--- src/rtl/gemm_result_streamer_pkg.sv ---
// Shared types and index-width helpers for the GEMM result streaming path.
package gemm_pkg;

  typedef enum logic [1:0] {
    IDLE   = 2'd0,
    STREAM = 2'd1,
    DONE   = 2'd2
  } gemm_strm_state_t;

  // Index width for a dimension of n entries; a 1-entry dimension still needs one bit.
  function automatic int idx_w(input int n);
    return (n > 1) ? $clog2(n) : 1;
  endfunction

  localparam int DEF_MATRIX_HEIGHT = 4;
  localparam int DEF_MATRIX_WIDTH  = 4;
  localparam int ROW_IDX_W         = idx_w(DEF_MATRIX_HEIGHT);
  localparam int COL_IDX_W         = idx_w(DEF_MATRIX_WIDTH);

endpackage

--- src/rtl/gemm_result_streamer_if.sv ---
// Element stream from the result streamer toward the writeback/host path.
interface gemm_result_streamer_if #(
  parameter int DATA_WIDTH = 64,
  parameter int ROW_W      = 2,
  parameter int COL_W      = 2
);
  logic                  ovalid;
  logic                  iready;
  logic [DATA_WIDTH-1:0] odata;
  logic [ROW_W-1:0]      orow;
  logic [COL_W-1:0]      ocol;
  logic                  olast;

  modport master (output ovalid, odata, orow, ocol, olast, input iready);
  modport slave  (input ovalid, odata, orow, ocol, olast, output iready);
endinterface

--- src/rtl/gemm_result_streamer_idx_counter.sv ---
// Row-major 2-D index counter: column is the inner index and wraps into the row.
module gemm_idx_counter
  import gemm_pkg::*;
#(
  parameter int HEIGHT = 4,
  parameter int WIDTH  = 4,
  parameter int RW     = idx_w(HEIGHT),
  parameter int CW     = idx_w(WIDTH)
) (
  input  logic          clk_i,
  input  logic          rst_i,
  input  logic          clear_i,
  input  logic          advance_i,
  output logic [RW-1:0] row_o,
  output logic [CW-1:0] col_o,
  output logic          at_last_o
);

  logic [RW-1:0] row_q, row_d;
  logic [CW-1:0] col_q, col_d;
  logic          row_last_s;
  logic          col_last_s;

  assign row_last_s = (row_q == RW'(HEIGHT - 1));
  assign col_last_s = (col_q == CW'(WIDTH - 1));

  // Next index: clear wins over advance; the last element wraps back to (0,0).
  always_comb begin
    row_d = row_q;
    col_d = col_q;
    if (clear_i) begin
      row_d = '0;
      col_d = '0;
    end else if (advance_i) begin
      if (col_last_s) begin
        col_d = '0;
        row_d = row_last_s ? '0 : row_q + RW'(1);
      end else begin
        col_d = col_q + CW'(1);
      end
    end else begin
      row_d = row_q;
      col_d = col_q;
    end
  end

  // Index registers.
  always_ff @(posedge clk_i) begin
    if (rst_i) begin
      row_q <= '0;
      col_q <= '0;
    end else begin
      row_q <= row_d;
      col_q <= col_d;
    end
  end

  assign row_o     = row_q;
  assign col_o     = col_q;
  assign at_last_o = row_last_s && col_last_s;

endmodule

--- src/rtl/gemm_result_streamer.sv ---
// Snapshots the GEMM result matrix on istart and drains it row-major over a valid/ready stream.
// Optional stall counter enabled by GEMM_STREAM_STALL_CNT_EN.
module gemm_result_streamer
  import gemm_pkg::*;
#(
  parameter int DATA_WIDTH    = 64,
  parameter int MATRIX_WIDTH  = 4,
  parameter int MATRIX_HEIGHT = 4
) (
  input  logic                  iclk,
  input  logic                  irst,
  input  logic                  istart,
  input  logic [DATA_WIDTH-1:0] result_matrix [0:MATRIX_HEIGHT-1][0:MATRIX_WIDTH-1],
  output logic                  obusy,
  output logic                  odone,
  output logic [31:0]           ostall_cnt,
  gemm_result_streamer_if.master strm
);

  localparam int RW = idx_w(MATRIX_HEIGHT);
  localparam int CW = idx_w(MATRIX_WIDTH);

  gemm_strm_state_t      state_q, state_d;
  logic                  valid_q;
  logic                  done_q;
  logic [DATA_WIDTH-1:0] snap_q [0:MATRIX_HEIGHT-1][0:MATRIX_WIDTH-1];
  logic                  capture_s;
  logic                  advance_s;
  logic                  hs_s;
  logic                  at_last_s;
  logic [RW-1:0]         row_s;
  logic [CW-1:0]         col_s;

  assign hs_s = valid_q && strm.iready;

  gemm_idx_counter #(
    .HEIGHT (MATRIX_HEIGHT),
    .WIDTH  (MATRIX_WIDTH),
    .RW     (RW),
    .CW     (CW)
  ) u_idx (
    .clk_i     (iclk),
    .rst_i     (irst),
    .clear_i   (capture_s),
    .advance_i (advance_s),
    .row_o     (row_s),
    .col_o     (col_s),
    .at_last_o (at_last_s)
  );

  // Next state and per-cycle controls; istart only matters in IDLE.
  always_comb begin
    state_d   = state_q;
    capture_s = 1'b0;
    advance_s = 1'b0;
    case (state_q)
      IDLE: begin
        if (istart) begin
          state_d   = STREAM;
          capture_s = 1'b1;
        end else begin
          state_d = IDLE;
        end
      end
      STREAM: begin
        if (hs_s) begin
          advance_s = 1'b1;
          state_d   = at_last_s ? DONE : STREAM;
        end else begin
          state_d = STREAM;
        end
      end
      DONE:    state_d = IDLE;
      default: state_d = IDLE;
    endcase
  end

  // State and registered status outputs.
  always_ff @(posedge iclk) begin
    if (irst) begin
      state_q <= IDLE;
      valid_q <= 1'b0;
      done_q  <= 1'b0;
    end else begin
      state_q <= state_d;
      valid_q <= (state_d == STREAM);
      done_q  <= (state_d == DONE);
    end
  end

  // Snapshot lets the GEMM core keep overwriting its results during the drain.
  always_ff @(posedge iclk) begin
    for (int r = 0; r < MATRIX_HEIGHT; r++) begin
      for (int c = 0; c < MATRIX_WIDTH; c++) begin
        if (irst) begin
          snap_q[r][c] <= '0;
        end else if (capture_s) begin
          snap_q[r][c] <= result_matrix[r][c];
        end
      end
    end
  end

`ifdef GEMM_STREAM_STALL_CNT_EN
  logic [31:0] stall_q;

  // Saturating count of stalled cycles for the most recent capture.
  always_ff @(posedge iclk) begin
    if (irst) begin
      stall_q <= 32'd0;
    end else if (capture_s) begin
      stall_q <= 32'd0;
    end else if (valid_q && !strm.iready && (stall_q != 32'hFFFF_FFFF)) begin
      stall_q <= stall_q + 32'd1;
    end
  end

  assign ostall_cnt = stall_q;
`else
  assign ostall_cnt = 32'd0;
`endif

  assign obusy       = valid_q;
  assign odone       = done_q;
  assign strm.ovalid = valid_q;
  assign strm.odata  = valid_q ? snap_q[row_s][col_s] : '0;
  assign strm.orow   = row_s;
  assign strm.ocol   = col_s;
  assign strm.olast  = valid_q && at_last_s;

endmodule

--- src/flat_wrapper.sv ---
// flat-port wrapper written by rule: the top's interface ports become plain ports
module gemm_result_streamer_flat import gemm_pkg::*;
#(
  parameter int DATA_WIDTH    = 64,
  parameter int MATRIX_WIDTH  = 4,
  parameter int MATRIX_HEIGHT = 4
)
  (iclk, irst, istart, result_matrix, obusy, odone, ostall_cnt, strm_ovalid, strm_odata, strm_orow, strm_ocol, strm_olast, strm_iready);
  gemm_result_streamer_if #(.DATA_WIDTH(DATA_WIDTH), .ROW_W(2), .COL_W(2)) strm_i ();
  input  logic iclk;
  input  logic irst;
  input  logic istart;
  input  logic [DATA_WIDTH-1:0] result_matrix[0:MATRIX_HEIGHT-1][0:MATRIX_WIDTH-1];
  output logic obusy;
  output logic odone;
  output logic [31:0] ostall_cnt;
  output wire logic [$bits(strm_i.ovalid)-1:0] strm_ovalid;
  output wire logic [$bits(strm_i.odata)-1:0] strm_odata;
  output wire logic [$bits(strm_i.orow)-1:0] strm_orow;
  output wire logic [$bits(strm_i.ocol)-1:0] strm_ocol;
  output wire logic [$bits(strm_i.olast)-1:0] strm_olast;
  input wire logic [$bits(strm_i.iready)-1:0] strm_iready;
  assign strm_ovalid = strm_i.ovalid;
  assign strm_odata = strm_i.odata;
  assign strm_orow = strm_i.orow;
  assign strm_ocol = strm_i.ocol;
  assign strm_olast = strm_i.olast;
  assign strm_i.iready = strm_iready;
  gemm_result_streamer #(.DATA_WIDTH(DATA_WIDTH), .MATRIX_WIDTH(MATRIX_WIDTH), .MATRIX_HEIGHT(MATRIX_HEIGHT)) u_core (.iclk(iclk), .irst(irst), .istart(istart), .result_matrix(result_matrix), .obusy(obusy), .odone(odone), .ostall_cnt(ostall_cnt), .strm(strm_i));
endmodule
--- config.mk ---
export PLATFORM = sky130hd
export DESIGN_NAME = gemm_result_streamer_flat
export DESIGN_NICKNAME = d
export VERILOG_FILES = /design/src/rtl/gemm_result_streamer_pkg.sv /design/src/rtl/gemm_result_streamer_if.sv /design/src/rtl/gemm_result_streamer_idx_counter.sv /design/src/rtl/gemm_result_streamer.sv /design/src/flat_wrapper.sv
export SDC_FILE = /design/constraint.sdc
export NUM_CORES = 1
export LEC_CHECK = 0
export ABC_AREA = 0
export BUFFER_PORTS_ARGS = -buffer_cell sky130_fd_sc_hd__buf_2
export CAP_MARGIN = 20
export CORE_AREA = 2 2 440 442
export CTS_BUF_LIST = sky130_fd_sc_hd__clkbuf_16
export DETAILED_ROUTE_END_ITERATION = 6
export DIE_AREA = 0 0 442 444
export SLEW_MARGIN = 10
export SYNTH_ARGS = -nofsm -noshare
export SYNTH_HDL_FRONTEND = slang
export SYNTH_SLANG_ARGS = --single-unit
--- constraint.sdc ---
create_clock -name iclk -period 52.3 [get_ports iclk]
set_input_delay 5.23 -clock iclk [delete_from_list [all_inputs] [get_ports iclk]]
set_output_delay 5.23 -clock iclk [all_outputs]
set_load 0.03 [all_outputs]
# After elaboration in Yosys (flattened, before gate mapping)
# Memories as Yosys holds them, arrays and structs flattened. A register that Yosys moved wholly into a read port is not among the register bits.
# Index checks and enable logic that the tools add are counted.
# Widths: inputs -> output; s select.
dict set report word_totals {
  register_bits 8
  ramBits 1024
  inputBits 1028
  output_inout_bits 104
  elab_cells 74
  mem_count 1
}
# memory words word_bits rd rd_clocked_by_memory_dff wr line_no
set memory_table {}
lappend memory_table {u_core.snap_q 4 256 1 1 4 gemm_result_streamer.sv:26} ;# logic [DATA_WIDTH-1:0] snap_q [0:MATRIX_HEIGHT-1][0:MATRIX_WIDTH-1];
dict set report classes {
  n_addsub 2
  order_cmp 1
  n_eq_ne 5
  muxes 37
  n_bitwise 17
  n_reduce_logical 6
}
# op n
set op_table {}
lappend op_table {{$mux 64} 19}
lappend op_table {{$bmux 64 s2} 1}
lappend op_table {{$or 1x1->1} 16}
lappend op_table {{$mux 2} 6}
lappend op_table {{$mux 1} 10}
lappend op_table {{$eq 2x2->1 const B} 3}
lappend op_table {{$add 2x1->2 const B} 2}
lappend op_table {{$eq 2x1->1 const B} 2}
lappend op_table {{$pmux 2 s2} 1}
lappend op_table {{$ge 3x3->1 const B} 1}
lappend op_table {{$logic_and 1x1->1} 3}
lappend op_table {{$not 2->3} 1}
lappend op_table {{$logic_not 2->1} 1}
lappend op_table {{$reduce_and 2->1} 1}
lappend op_table {{$reduce_or 2->1} 1}

# Depth between registers and ports, before layout
dict set report logic_depth {
  ltp_word 6
  depth_mapped 8
  ltp_nobuf 5
}

# Cells and area by module
# A second synthesis with hierarchy kept.
dict set report hier_totals {
  cells_unflattened 3299
  area_unflattened_um2 47113.9
}
# module n_inst cells_each area_per_inst_um2 seq_area_each_um2
set by_module_without_submodules {}
lappend by_module_without_submodules {gemm_result_streamer 1 3280 46912.5 30829.6}
lappend by_module_without_submodules {gemm_idx_counter 1 19 201.4 80.1}

# Least setup slack after synthesis
# No wires, ideal clock.
dict set report synth_path {
  kind {in2reg}
  startpoint {in istart}
  endpoint {reg with a tool-made name}
  setup_ps 2052
  t_arrival_ps 53229
  required_ps 50248
  slack_ps -2980
  cell_stages 3
  n_path_buf 0
  cell_sequence {nand2b_1 -> o21bai_1 -> nor2_1}
}
# element line_no
set synth_lines {}
lappend synth_lines {{from (decl)} flat_wrapper.sv:12} ;# input logic istart;

==> impl_metrics.env <==
export IMPL_die_w_um=442
export IMPL_wirelength_um=179000
export IMPL_max_stage_delay_ns=0.82
export IMPL_grt_max_degree=268
export IMPL_cts_resized=0
export IMPL_setup_worst_path_start_class="register"
export IMPL_hold_class="register to register"
export IMPL_slew_violations=0
export IMPL_synth_edf_count=1024
export IMPL_grt_antenna_before_repair=61
export IMPL_firstDrtPassIters=7
export IMPL_via_per_inst=4.42
export IMPL_slew_headroom_pct=19.3
export IMPL_clock_fmax_mhz=92.9
export IMPL_hold_viol=0
export IMPL_first_global_vias=31300
export IMPL_grt_pass1_wl_um=241000
export IMPL_ys_types=35
export IMPL_leakagePower_nw=22.5
export IMPL_status="completed"
export IMPL_cts_made_buffers=113
export IMPL_syn_area_um2=47000
export IMPL_drc=0
export IMPL_clock_skew_ns=0.0227
export IMPL_yosysTopAreaCellShare_pct=65.4
export IMPL_rsz0062_at_grt="no"
export IMPL_worstPathArrival_ns=5.53
export IMPL_drt_wirelength_per_cell_um=25.5
export IMPL_reg2reg_from="u_core.state_q[0]$_SDFF_PP0_"
export IMPL_dp_hpwl_um=134000
export IMPL_dp_cells=6731
export IMPL_gp_congestion=0.904
export IMPL_fill_cells=19300
export IMPL_syn_area_per_cell_um2=14.3
export IMPL_crit_path_end_kind="output port"
export IMPL_yosys_warnings=0
export IMPL_cp_required_ns=47.07
export IMPL_fin_cells=6998
export IMPL_cp_buffers_inverters=4
export IMPL_setup_violations=0
export IMPL_setup_worst_path_class="register to output port"
export IMPL_tns_ns=0
export IMPL_die_y_um=444
export IMPL_maxCapViolations=0
export IMPL_groute_usage_overall_pct=17.5
export IMPL_root_buffer="clkbuf_16"
export IMPL_htreeDepth=3
export IMPL_synth_area_leaders="edfxtp_1 65%, and2_1 14%, mux2i_1 10%"
export IMPL_period_needed_ns=10.76
export IMPL_tightest_slew_ns=1.21
export IMPL_synth_ff_type="edfxtp_1"
export IMPL_ant_nets=0
export IMPL_syn_to_final_growth_pct=24.6
export IMPL_clock_path_buffers=3
export IMPL_via_count=30900
export IMPL_fin_crit_sh_pct=20.6
export IMPL_power_w=0.00196
export IMPL_synthCells=3298
export IMPL_critPathMaxFanout=48
export IMPL_clk_latency_ns=0.76
export IMPL_io_pins=1132
export IMPL_clock_sinks=1034
export IMPL_start_util_pct=24.5
export IMPL_drive_gt1_share_pct=30.0
export IMPL_synth_area_leader_cell="edfxtp_1"
export IMPL_whs_ns=0.509
export IMPL_critPathSlowestCell="buf_4"
export IMPL_cp_top_family="buffers and inverters"
export IMPL_grt_overflow=0
export IMPL_post_cts_setup_buffers=0
export IMPL_clk_pin_slew_worst_paths_ns=0.06
export IMPL_nets=5352
export IMPL_yosysSeqAreaShare_pct=65.9
export IMPL_io_buffers=1099
export IMPL_async_flop_share_pct=0
export IMPL_cts_tree="yes"
export IMPL_utilization_pct=30.6
export IMPL_power_density_nw_per_um2=33.5
export IMPL_vdd_drop_max_mv=0.0262
export IMPL_critPathMostFrequentCell="buf_4"
export IMPL_min_delay_start="u_core.u_idx.row_o[0]$_SDFFE_PP0P_"
export IMPL_cts_hold_buf=0
export IMPL_dr_first_iter_drc_count=2399
export IMPL_worstPathCellList="buf_4 > buf_4 > buf_4 > mux2i_1 > a22oi_1 > nand2_1 > o21ai_0 > buf_2"
export IMPL_rows=161
export IMPL_ys_seq_elements=1034
export IMPL_die_area_um2=196000
export IMPL_core_area_um2=192000
## synthesized netlist by cell type (4+ instances only)
cell type,n
and2_1,1025
a22oi_1,230
buf_2,87
buf_4,44
clkbuf_1,103
mux4_2,13
mux2i_1,488
o22ai_1,51
a221oi_1,13
o21ai_1,11
nor2_1,4
nand2_1,119
edfxtp_1,1024
dfxtp_1,10
buf_6,29
o21ai_0,15
buf_1,7
## worst min-delay path, stage by stage (launching register included)
cell     delay [ns]
dfxtp_1        0.33
nand2_1        0.07
a21oi_1        0.07
## cell families after synthesis
kind of cell	share of synthesized area, %
flops	65.9
compound gates	4.94
other cells	0.00798
fa+ha+maj	0.0532
simple gates	14.9
mux	11.0
buf+inv	3.28
## cell usage in the layout, fill, tap and decap left out, types with 8 or more instances in the layout
cell       Yosys  layout
buf_2         87    1099
and2_1      1025    1024
edfxtp_1    1024    1024
mux2i_1      488     488
a22oi_1      230     230
nand2_1      119     118
clkbuf_16      0     113
diode_2        0      55
o22ai_1       51      51
buf_4         44      45
inv_1          2      35
conb_1         1      32
clkinv_1       0      28
mux4_2        13      13
a221oi_1      13      13
o21ai_0       15      13
o21ai_1       11      13
clkinv_2       0      10
bufinv_16      0      10
dfxtp_1       10       8
## power by group
group	total [W]	switching [W]	internal, W
combinational	0.000165	0.000101	0.0000638
sequential	0.00101	0.0000227	0.000986
clock	0.000790	0.000347	0.000443
total	0.00196	0.000471	0.00149
## layout make-up
class / instances / area [µm²] / area share (%)
sequential: 1034 / 31000 / 52.9
antenna: 55 / 138 / 0.235
timing repair buffer: 1151 / 5990 / 10.2
clock buffer: 113 / 2830 / 4.83
multi-input combinational: 2020 / 14700 / 25.1
inverter: 2 / 7.51 / 0.0128
clock inverter: 97 / 795 / 1.36
tap: 2526 / 3160 / 5.40
## registers in the layout (all words and copies together) (netlist names), named ones only
register	count
u_core.state_q	2
u_core.snap_q	1024
u_core.u_idx.col_o	2
u_core.obusy	1
u_core.u_idx.row_o	2
u_core.odone	1
## metal layers
layer,part of all wire [%],global-route usage [%],vias to the layer above
met5,0.040,0,-
met4,4.3,8.24,12
met3,5.7,3.43,259
met2,53,32.1,1163
li1,-,-,14100
met1,37,19.4,15400
## final timing paths
check,to,slack [ns],cells after the start
setup reg to reg,u_core.snap_q[1][230]$_SDFFCE_PN0P_,46.99,6
hold / removal,register,0.51,2
setup / recovery,strm_odata[50],41.54,8
hold reg to reg,register,0.51,2
## metrics by stage
step | instance area, µm² | setup WS (ns)
3_5_place_dp | 54700 | 42.07
3_3_place_gp | 54700 | 42.09
6_report | 58600 | 41.54
2_1_floorplan | 47100 | 19.28
4_1_cts | 58400 | 41.19
5_1_grt | 58500 | 41.06
(Power assumes the default switching activity.)
